**src/rtl/nonce_sweep_ctrl.sv**
```systemverilog
// Nonce sweep controller: walks a nonce range through a SHA-256 accelerator,
// compares each final digest to the job target and reports hit/exhausted/abort/timeout.
module nonce_sweep_ctrl #(
    parameter int unsigned NONCE_W     = 32,
    parameter int unsigned DIGEST_W    = 256,
    parameter int unsigned TIMEOUT_CYC = 1024
) (
    input  logic                clk,
    input  logic                rst,
    input  logic                job_valid,
    output logic                job_ready,
    input  logic [NONCE_W-1:0]  job_first,
    input  logic [NONCE_W-1:0]  job_last,
    input  logic [DIGEST_W-1:0] job_target,
    input  logic                abort,
    output logic                hash_start,
    input  logic                hash_done,
    input  logic                save_hash,
    input  logic [1:0]          msg_sel,
    input  logic [DIGEST_W-1:0] digest,
    output logic [NONCE_W-1:0]  nonce,
    output logic                busy,
    output logic                res_valid,
    input  logic                res_ready,
    output logic                res_found,
    output logic                res_abort,
    output logic                res_tmo,
    output logic [NONCE_W-1:0]  res_nonce,
    output logic [DIGEST_W-1:0] res_digest
);

    localparam int unsigned WD_W = $clog2(TIMEOUT_CYC + 1);

    typedef enum logic [2:0] {
        S_IDLE,
        S_START,
        S_WAIT,
        S_CHECK,
        S_RESP
    } state_t;

    state_t              state_q, state_d;
    logic [NONCE_W-1:0]  nonce_q, nonce_d;
    logic [NONCE_W-1:0]  last_q, last_d;
    logic [DIGEST_W-1:0] target_q, target_d;
    logic [WD_W-1:0]     wdog_q, wdog_d;
    logic                first_wait_q, first_wait_d;
    logic                abort_flag_q, abort_flag_d;
    logic                job_ready_q, job_ready_d;
    logic                hash_start_q, hash_start_d;
    logic                busy_q, busy_d;
    logic                res_valid_q, res_valid_d;
    logic                res_found_q, res_found_d;
    logic                res_abort_q, res_abort_d;
    logic                res_tmo_q, res_tmo_d;
    logic [NONCE_W-1:0]  res_nonce_q, res_nonce_d;
    logic [DIGEST_W-1:0] res_digest_q, res_digest_d;
    logic                hit_c;

    assign job_ready  = job_ready_q;
    assign hash_start = hash_start_q;
    assign nonce      = nonce_q;
    assign busy       = busy_q;
    assign res_valid  = res_valid_q;
    assign res_found  = res_found_q;
    assign res_abort  = res_abort_q;
    assign res_tmo    = res_tmo_q;
    assign res_nonce  = res_nonce_q;
    assign res_digest = res_digest_q;

    assign hit_c = (res_digest_q <= target_q);

    // Next-state and next-output logic; registered outputs follow state_d.
    always_comb begin
        state_d      = state_q;
        nonce_d      = nonce_q;
        last_d       = last_q;
        target_d     = target_q;
        wdog_d       = wdog_q;
        first_wait_d = first_wait_q;
        abort_flag_d = abort_flag_q;
        res_found_d  = res_found_q;
        res_abort_d  = res_abort_q;
        res_tmo_d    = res_tmo_q;
        res_nonce_d  = res_nonce_q;
        res_digest_d = res_digest_q;

        // Abort is sticky while hashing; the in-flight hash still completes.
        if (abort && (state_q == S_START || state_q == S_WAIT || state_q == S_CHECK)) begin
            abort_flag_d = 1'b1;
        end

        case (state_q)
            S_IDLE: begin
                if (job_valid && job_ready_q) begin
                    nonce_d      = job_first;
                    last_d       = job_last;
                    target_d     = job_target;
                    abort_flag_d = 1'b0;
                    state_d      = S_START;
                end
            end
            S_START: begin
                wdog_d       = '0;
                first_wait_d = 1'b1;
                state_d      = S_WAIT;
            end
            S_WAIT: begin
                first_wait_d = 1'b0;
                wdog_d       = wdog_q + WD_W'(1);
                if (save_hash && msg_sel == 2'd2) begin
                    res_digest_d = digest;
                end
                // hash_done may still be high from the previous hash on the first cycle.
                if (hash_done && !first_wait_q) begin
                    state_d = S_CHECK;
                end else if (wdog_d == WD_W'(TIMEOUT_CYC)) begin
                    res_tmo_d   = 1'b1;
                    res_nonce_d = nonce_q;
                    state_d     = S_RESP;
                end
            end
            S_CHECK: begin
                if (hit_c) begin
                    res_found_d = 1'b1;
                    res_nonce_d = nonce_q;
                    state_d     = S_RESP;
                end else if (abort_flag_q || abort) begin
                    res_abort_d = 1'b1;
                    res_nonce_d = nonce_q;
                    state_d     = S_RESP;
                end else if (nonce_q == last_q) begin
                    res_nonce_d = nonce_q;
                    state_d     = S_RESP;
                end else begin
                    nonce_d = nonce_q + NONCE_W'(1);
                    state_d = S_START;
                end
            end
            S_RESP: begin
                if (res_valid_q && res_ready) begin
                    res_found_d = 1'b0;
                    res_abort_d = 1'b0;
                    res_tmo_d   = 1'b0;
                    state_d     = S_IDLE;
                end
            end
            default: state_d = S_IDLE;
        endcase

        job_ready_d  = (state_d == S_IDLE);
        busy_d       = (state_d != S_IDLE);
        hash_start_d = (state_d == S_START);
        res_valid_d  = (state_d == S_RESP);
    end

    always_ff @(posedge clk) begin
        if (rst) begin
            state_q      <= S_IDLE;
            nonce_q      <= '0;
            last_q       <= '0;
            target_q     <= '0;
            wdog_q       <= '0;
            first_wait_q <= 1'b0;
            abort_flag_q <= 1'b0;
            job_ready_q  <= 1'b1;
            hash_start_q <= 1'b0;
            busy_q       <= 1'b0;
            res_valid_q  <= 1'b0;
            res_found_q  <= 1'b0;
            res_abort_q  <= 1'b0;
            res_tmo_q    <= 1'b0;
            res_nonce_q  <= '0;
            res_digest_q <= '0;
        end else begin
            state_q      <= state_d;
            nonce_q      <= nonce_d;
            last_q       <= last_d;
            target_q     <= target_d;
            wdog_q       <= wdog_d;
            first_wait_q <= first_wait_d;
            abort_flag_q <= abort_flag_d;
            job_ready_q  <= job_ready_d;
            hash_start_q <= hash_start_d;
            busy_q       <= busy_d;
            res_valid_q  <= res_valid_d;
            res_found_q  <= res_found_d;
            res_abort_q  <= res_abort_d;
            res_tmo_q    <= res_tmo_d;
            res_nonce_q  <= res_nonce_d;
            res_digest_q <= res_digest_d;
        end
    end

endmodule

```
**config.mk**
```make
export PLATFORM = sky130hd
export DESIGN_NAME = nonce_sweep_ctrl
export DESIGN_NICKNAME = d
export VERILOG_FILES = /design/src/rtl/nonce_sweep_ctrl.sv
export SDC_FILE = /design/constraint.sdc
export NUM_CORES = 2
export LEC_CHECK = 0
export CAP_MARGIN = 20
export CORE_AREA = 2 2 360 362
export CTS_CLUSTER_SIZE = 12
export DETAILED_ROUTE_END_ITERATION = 12
export DIE_AREA = 0 0 362 364
export HOLD_SLACK_MARGIN = 0.03
export PLACE_DENSITY = 0.49
export SYNTH_ARGS = -nofsm -noshare
export SYNTH_HDL_FRONTEND = slang
export SYNTH_SLANG_ARGS = --single-unit
```
**constraint.sdc**
```tcl
create_clock -name clk -period 4.75 [get_ports clk]
set_input_delay 1.425 -clock clk [delete_from_list [all_inputs] [get_ports clk]]
set_output_delay 1.425 -clock clk [all_outputs]
set_load 0.05 [all_outputs]
```
Word level (Yosys, flattened, before mapping). Cells that the tools add are included.

Add/subtract/negate cells: 2. Multipliers: 0. Divide/modulo/power cells: 0. Order comparisons: 1. Equal/unequal tests: 19. Shift operators: 0. Muxes and demuxes: 33. Bitwise operators: 0. Reduce and logical (&&, ||, !) cells: 24.

Operators by type and width (number): two-way mux 32 bit (9); <= comparator 256 bit (1); case mux 32 bit (2 select lines) (2); adder 32 x 1 -> 32 bit (second input constant) (1); equality test 32 bit (1); case mux 11 bit (2 select lines) (1); two-way mux 3 bit (7); case mux 3 bit (5 select lines) (1); inequality test 2 bit (second input constant) (7); AND reduction 4 bit (3); adder 11 x 1 -> 11 bit (second input constant) (1); equality test 11 bit (second input constant) (1); nonzero test 2 bit (5); two-way mux 1 bit (9); case mux 1 bit (2 select lines) (4); equality test 3 x 1 -> 1 bit (second input constant) (2); equality test 3 x 2 -> 1 bit (second input constant) (2); equality test 3 bit (second input constant) (2); logical NOT 3 bit (2); logical AND 1 bit (5); AND reduction 5 bit (1); inequality test 2 x 1 -> 1 bit (second input constant) (2); inequality test 4 x 2 -> 1 bit (second input constant) (1); AND reduction 2 bit (2); 5 further kinds (7).

Bits in registers: 631. Bits in latches: 0. Bits in writable memories: 0. ROM bits: 0. Bits of input ports: 585. Memories: 0.

Depth between registers and ports, before layout.
Depth in word-level cells: 7. Gate-level depth with buffers: 13. Depth with buffers taken out: 12.

Worst setup path before layout. No wires, ideal clock.

Kind: register to register. Start: register res_digest_q[129], in the netlist res_digest[129]. End: register nonce_q[26], in the netlist nonce[26]. Arrival: 3.420 ns. Required time: 4.622 ns. Slack: 1.202 ns. Stages on the path, launching flop included: 13. Path buffers: 1. Cell sequence: dfxtp_1 > ha_1 > a21oi_1 > o21ai_1 > a221o_1 > o31a_1 > a311oi_1 > o2111ai_1 > a222oi_1 > a21oi_2 > a21oi_4 > buf_2 > o22ai_1.

Cells in the longest elaborated chain, start to end: 3.

RTL lines: start: declaration (RTL line 57) `logic [DIGEST_W-1:0] res_digest_q, res_digest_d;`; start signal: assignment (RTL line 191) `res_digest_q <= res_digest_d;`; <= comparator 256 bit (RTL line 71) `assign hit_c = (res_digest_q <= target_q);`; inequality test 2 bit (no source line); AND reduction 5 bit (no source line); end signal: assignment (RTL line 177) `nonce_q <= nonce_d;`; end: declaration (RTL line 43) `logic [NONCE_W-1:0] nonce_q, nonce_d;`.

Every way passes these cells. A chain may end at the register's enable or synchronous reset.

Worst setup path in the final report.
Start: register target_q[47]. End: register nonce_q[0], in the netlist nonce[0].

Cells in the longest elaborated chain, start to end: 3.

RTL lines: start: declaration (RTL line 45) `logic [DIGEST_W-1:0] target_q, target_d;`; start signal: assignment (RTL line 179) `target_q <= target_d;`; <= comparator 256 bit (RTL line 71); inequality test 2 bit (no source line); AND reduction 5 bit (no source line).

Every way passes these cells.

==> run summary <==
The count of routing violations after the opening detailed-route iteration is 2027. The die extent in y is 364 um. Clock tree synthesis selected as its root buffer the cell clkbuf_16.

The number of failing hold endpoints at the final stage is 0. Counting stages on the worst path, the most repeated cell is buf_4. The cell area after technology mapping came out at 0.02980 mm^2.

The area enclosed by the die boundary is 0.1318 mm^2. The tool flagged a number of max-cap violations equal to 0. TritonCTS built the clock tree. The number of warning messages in the yosys log is 0. The top-level I/O count came out at 912. The synthesized net count came out at 4794.

In this run, synthesis inferred 0 flip-flops with an integrated enable. The pin count of the biggest net entering global routing came out at 195. Clock tree synthesis found a total of 631 sinks. The clock arrives with 41.04 ps of skew.

The post-synthesis cell type count came out at 62. The sequential share of power is 38.4%. The share of the clock period used by the worst path came out at 91.76%. The number of antenna violations at the first check in global routing came to 46. The combinational cell fraction of total power is 19.1%. Before CTS, the worst setup slack after placement is 452.3 ps. The path category of the worst min-delay check is reg2reg. The final-report setup violation count is 0. The total of hold buffers inserted after clock tree synthesis came out at 0. The sum of negative setup slack came out at 0 ps. The flip-flop and latch count after synthesis is 631. The antenna violation net count after detailed routing is 0. The leakage dissipation is 16.04 nW.

The instance count of the mapped netlist is 3951. The final number of max-transition violations is 0. The fraction of the yosys area taken by sequential cells is 42.39%. The shortest period the worst path allows is 4359 ps.

Along the worst path, the maximum fanout reaches 27. The source-to-sink clock delay at the later pin of the worst-skew pair is 700 ps. The dominant delay contributor by cell family on the critical path is compound AO/OA/AOI/OAI gates. The final wirelength came out at 140.4 mm. The final weighted congestion in routability-driven placement is 0.8981. Setup repair after global routing left no endpoint under its margin. The first global-routing pass estimated 197.8 mm of wire. The clock passes through at most 3 buffers. The count of buffers inserted at the top-level ports came out at 911. Sorting the synthesized cells by area gives the leading types as dfxtp_1 42%, nand2_1 16%, a21oi_1 12%. The least setup slack across all paths after layout is 391.4 ps. The TritonCTS buffer count is 80. The count of nets after finishing is 5615. The critical path is of the reg2reg type. Detailed placement finished with a half-perimeter wire length of 107.0 mm.

After detailed routing, the number of remaining DRC violations is 0. The flow ran to the end, and the final reports show no timing, DRC or antenna violations. The starting density of the core is 23.22%. The placeable core area is 0.1283 mm^2. The delay of the slowest critical-path stage came out at 630 ps. The biggest area consumer among synthesized cells is dfxtp_1. The net switching power came out at 4.676 mW. In the final layout, the share of cells above drive strength 1 is 4.280%. After clock tree synthesis, the setup repair step added 0 buffers. The post-cts resize count came out at 0.

The number of H-tree levels came out at 3. The worst pin sits at a relative slew slack of 19.25%. On the critical path, the stage with the largest delay is an instance of o21ai_0. Of all flip-flops after synthesis, the portion carrying an async set or reset was 0%. The worst setup path is captured at a register.

The total number of placement rows came out at 132. The worst-case IR drop observed on VDD is 0.0002371 V. The transition at the pin with the smallest max-transition slack is 1211 ps.

The proportion of power drawn by the clock network is 42.5%. The detailed-router iteration count before antenna repair came out at 5. The tightest hold margin came out at 451.9 ps. After detailed routing, the average wire length per cell comes to 21.48 um. The internal power consumption is 10.69 mW. The number of global-route vias before repair came to 29383. The floorplan step set the die width to 362 um. After detailed routing, the number of vias per cell comes to 4.624.

The leftover overflow at the end of global routing is 0. The critical path contains buffers and inverters numbering 5 combined. In this run switching power makes up 30.44% of total power. The area growth from synthesis to layout is 46.60%. The CTS clock-pin slew for the worst setup and hold paths came out at 60 ps. The overall fraction of global-route tracks in use is 20.36%.

In the synthesized netlist the dominant register cell turns out to be dfxtp_1. The share of synthesized area in the top cell type comes to 42.39%. The mean instance size in the synthesized netlist is 7.543 um^2. The number of filler instances in the final layout is 13685.

The worst setup path is launched from a register. The arrival time reported for the critical path endpoint came out at 4920 ps. The total placed cells including tap cells is 6365. The signal on the critical path passes through inv_1 -> ha_1 -> nand4_1 -> nor4_1 -> buf_4 -> nand2_1 -> nor3_1 -> a21oi_1 -> o21ai_0 -> buf_4 -> a222oi_1 -> buf_4 -> a21oi_2 -> a21oi_4 -> buf_12 -> o41ai_1. The fmax is 0.2294 GHz.

Dividing total power by cell area gives a power density of 351.6 mW/mm^2. The required time at the endpoint of the critical path is 5310 ps. The number of vias in the routed layout came out at 30227. The final instance count without filler cells is 6537.
==> cells in the mapped netlist (4+ instances only) <==
| master | count |
|---|---|
| mux2i_1 | 31 |
| a31oi_1 | 4 |
| o21ai_1 | 8 |
| and3_1 | 18 |
| nor2_1 | 66 |
| nor3_1 | 42 |
| a211oi_1 | 18 |
| buf_1 | 5 |
| nand3_1 | 50 |
| ha_1 | 258 |
| o211ai_1 | 6 |
| nand2_1 | 1300 |
| a22oi_1 | 9 |
| dfxtp_1 | 631 |
| a21oi_1 | 688 |
| clkbuf_1 | 222 |
| xnor2_1 | 32 |
| a221oi_1 | 8 |
| a21o_1 | 17 |
| a311o_1 | 7 |
| inv_1 | 270 |
| o32ai_1 | 13 |
| o31ai_1 | 22 |
| nand2b_1 | 6 |
| nand4_1 | 67 |
| buf_2 | 4 |
| nor4_1 | 22 |
| nor2b_1 | 9 |
| o21ai_0 | 56 |
==> metrics by stage <==
stage | area [um^2] | power (mW) | utilization [%]
global placement | 40820 | 8.949 | 31.81
finish | 43690 | 15.36 | 34.05
detailed placement | 40840 | 8.971 | 31.82
floorplan | 29800 | 7.508 | -
CTS | 43630 | 15.60 | 34.00
global route | 43670 | 16.09 | 34.03
==> worst register-to-register path, stage by stage, from the launching register on <==
cell and delay [ps]:
dfxtp_1 320, inv_1 50, ha_1 330, nand4_1 150
nor4_1 500, buf_4 220, nand2_1 50, nor3_1 310
a21oi_1 120, o21ai_0 630, buf_4 230, a222oi_1 80
buf_4 190, a21oi_2 430, a21oi_4 120, buf_12 210
o41ai_1 300
==> worst paths after layout <==
path / start / cells after the start / slack (ps) / end
worst min register to register: target_q[189] / 2 / 450 / target_q[189]
worst max register to register: target_q[47] / 16 / 390 / nonce[0]
worst min-delay path: target_q[189] / 2 / 450 / target_q[189]
worst max-delay path: target_q[47] / 16 / 390 / nonce[0]
==> layout make-up <==
| type | count | area (um^2) | area share [%] |
|---|---|---|---|
| multi-input combinational | 2816 | 15290 | 35.01 |
| inverter | 270 | 1013 | 2.320 |
| sequential | 631 | 12630 | 28.91 |
| clock inverter | 33 | 499.2 | 1.143 |
| tap | 1675 | 2096 | 4.797 |
| clock buffer | 114 | 2290 | 5.241 |
| antenna | 25 | 62.56 | 0.1432 |
| timing repair buffer | 973 | 9802 | 22.44 |
==> power by group through the flow <==
stage	Clock, mW	Combinational [mW]	Sequential (mW)
6_report	6.53	2.94	5.90
5_1_grt	6.94	3.22	5.93
4_1_cts	6.73	2.97	5.89
3_5_place_dp	0	2.96	6.01
3_3_place_gp	0	2.95	6.00
2_1_floorplan	0	1.40	6.11
==> cell usage in the layout (no fill, tap or decap), types with 6 or more instances in the layout <==
cell type        instances
nand3_1                 50
a211oi_1                18
nor2b_1                  9
a311o_1                  7
o31ai_1                 22
nand2_1               1299
nand4_1                 67
nor3_1                  41
a22oi_1                  9
and3_1                  18
nand2b_1                 6
mux2i_1                 31
clkdlybuf4s50_1        910
a21o_1                  17
clkbuf_1                18
inv_1                  269
buf_12                  17
bufinv_16                9
clkbuf_8                16
o211ai_1                 6
buf_4                   45
ha_1                   258
xnor2_1                 32
o21ai_1                  8
a221oi_1                 8
o32ai_1                 13
nor2_1                  65
diode_2                 25
clkbuf_16               80
a21oi_1                688
clkinv_2                15
dfxtp_1                631
o21ai_0                 56
nor4_1                  22
==> kinds of logic after synthesis <==
logic type,after synthesis,share of synthesized area [%]
buffers and inverters,504,6.402
adder cells (fa/ha/maj),258,10.83
AND/OR/NAND/NOR,1598,21.78
multiplexers,32,1.079
AO/OA/AOI/OAI,896,16.58
XOR/XNOR,32,0.9404
flip-flops,631,42.39
==> per-layer routing <==
layer | GRT usage, % | routed length, um | vias up
met2 | 32.35 | 63570 | 1019
met1 | 24.95 | 58840 | 14030
met4 | 10.07 | 6023 | 38
met3 | 6.182 | 11720 | 251
li1 | - | - | 14889
met5 | 0 | 241 | -
==> sequential cells by signal (all words and copies together), names as in the netlist, 3 cells and up <==
register	cells
last_q	32
nonce	32
res_digest	256
res_nonce	32
state_q	3
target_q	256
wdog_q	11
No activity file was read; power rests on OpenSTA's default activity.
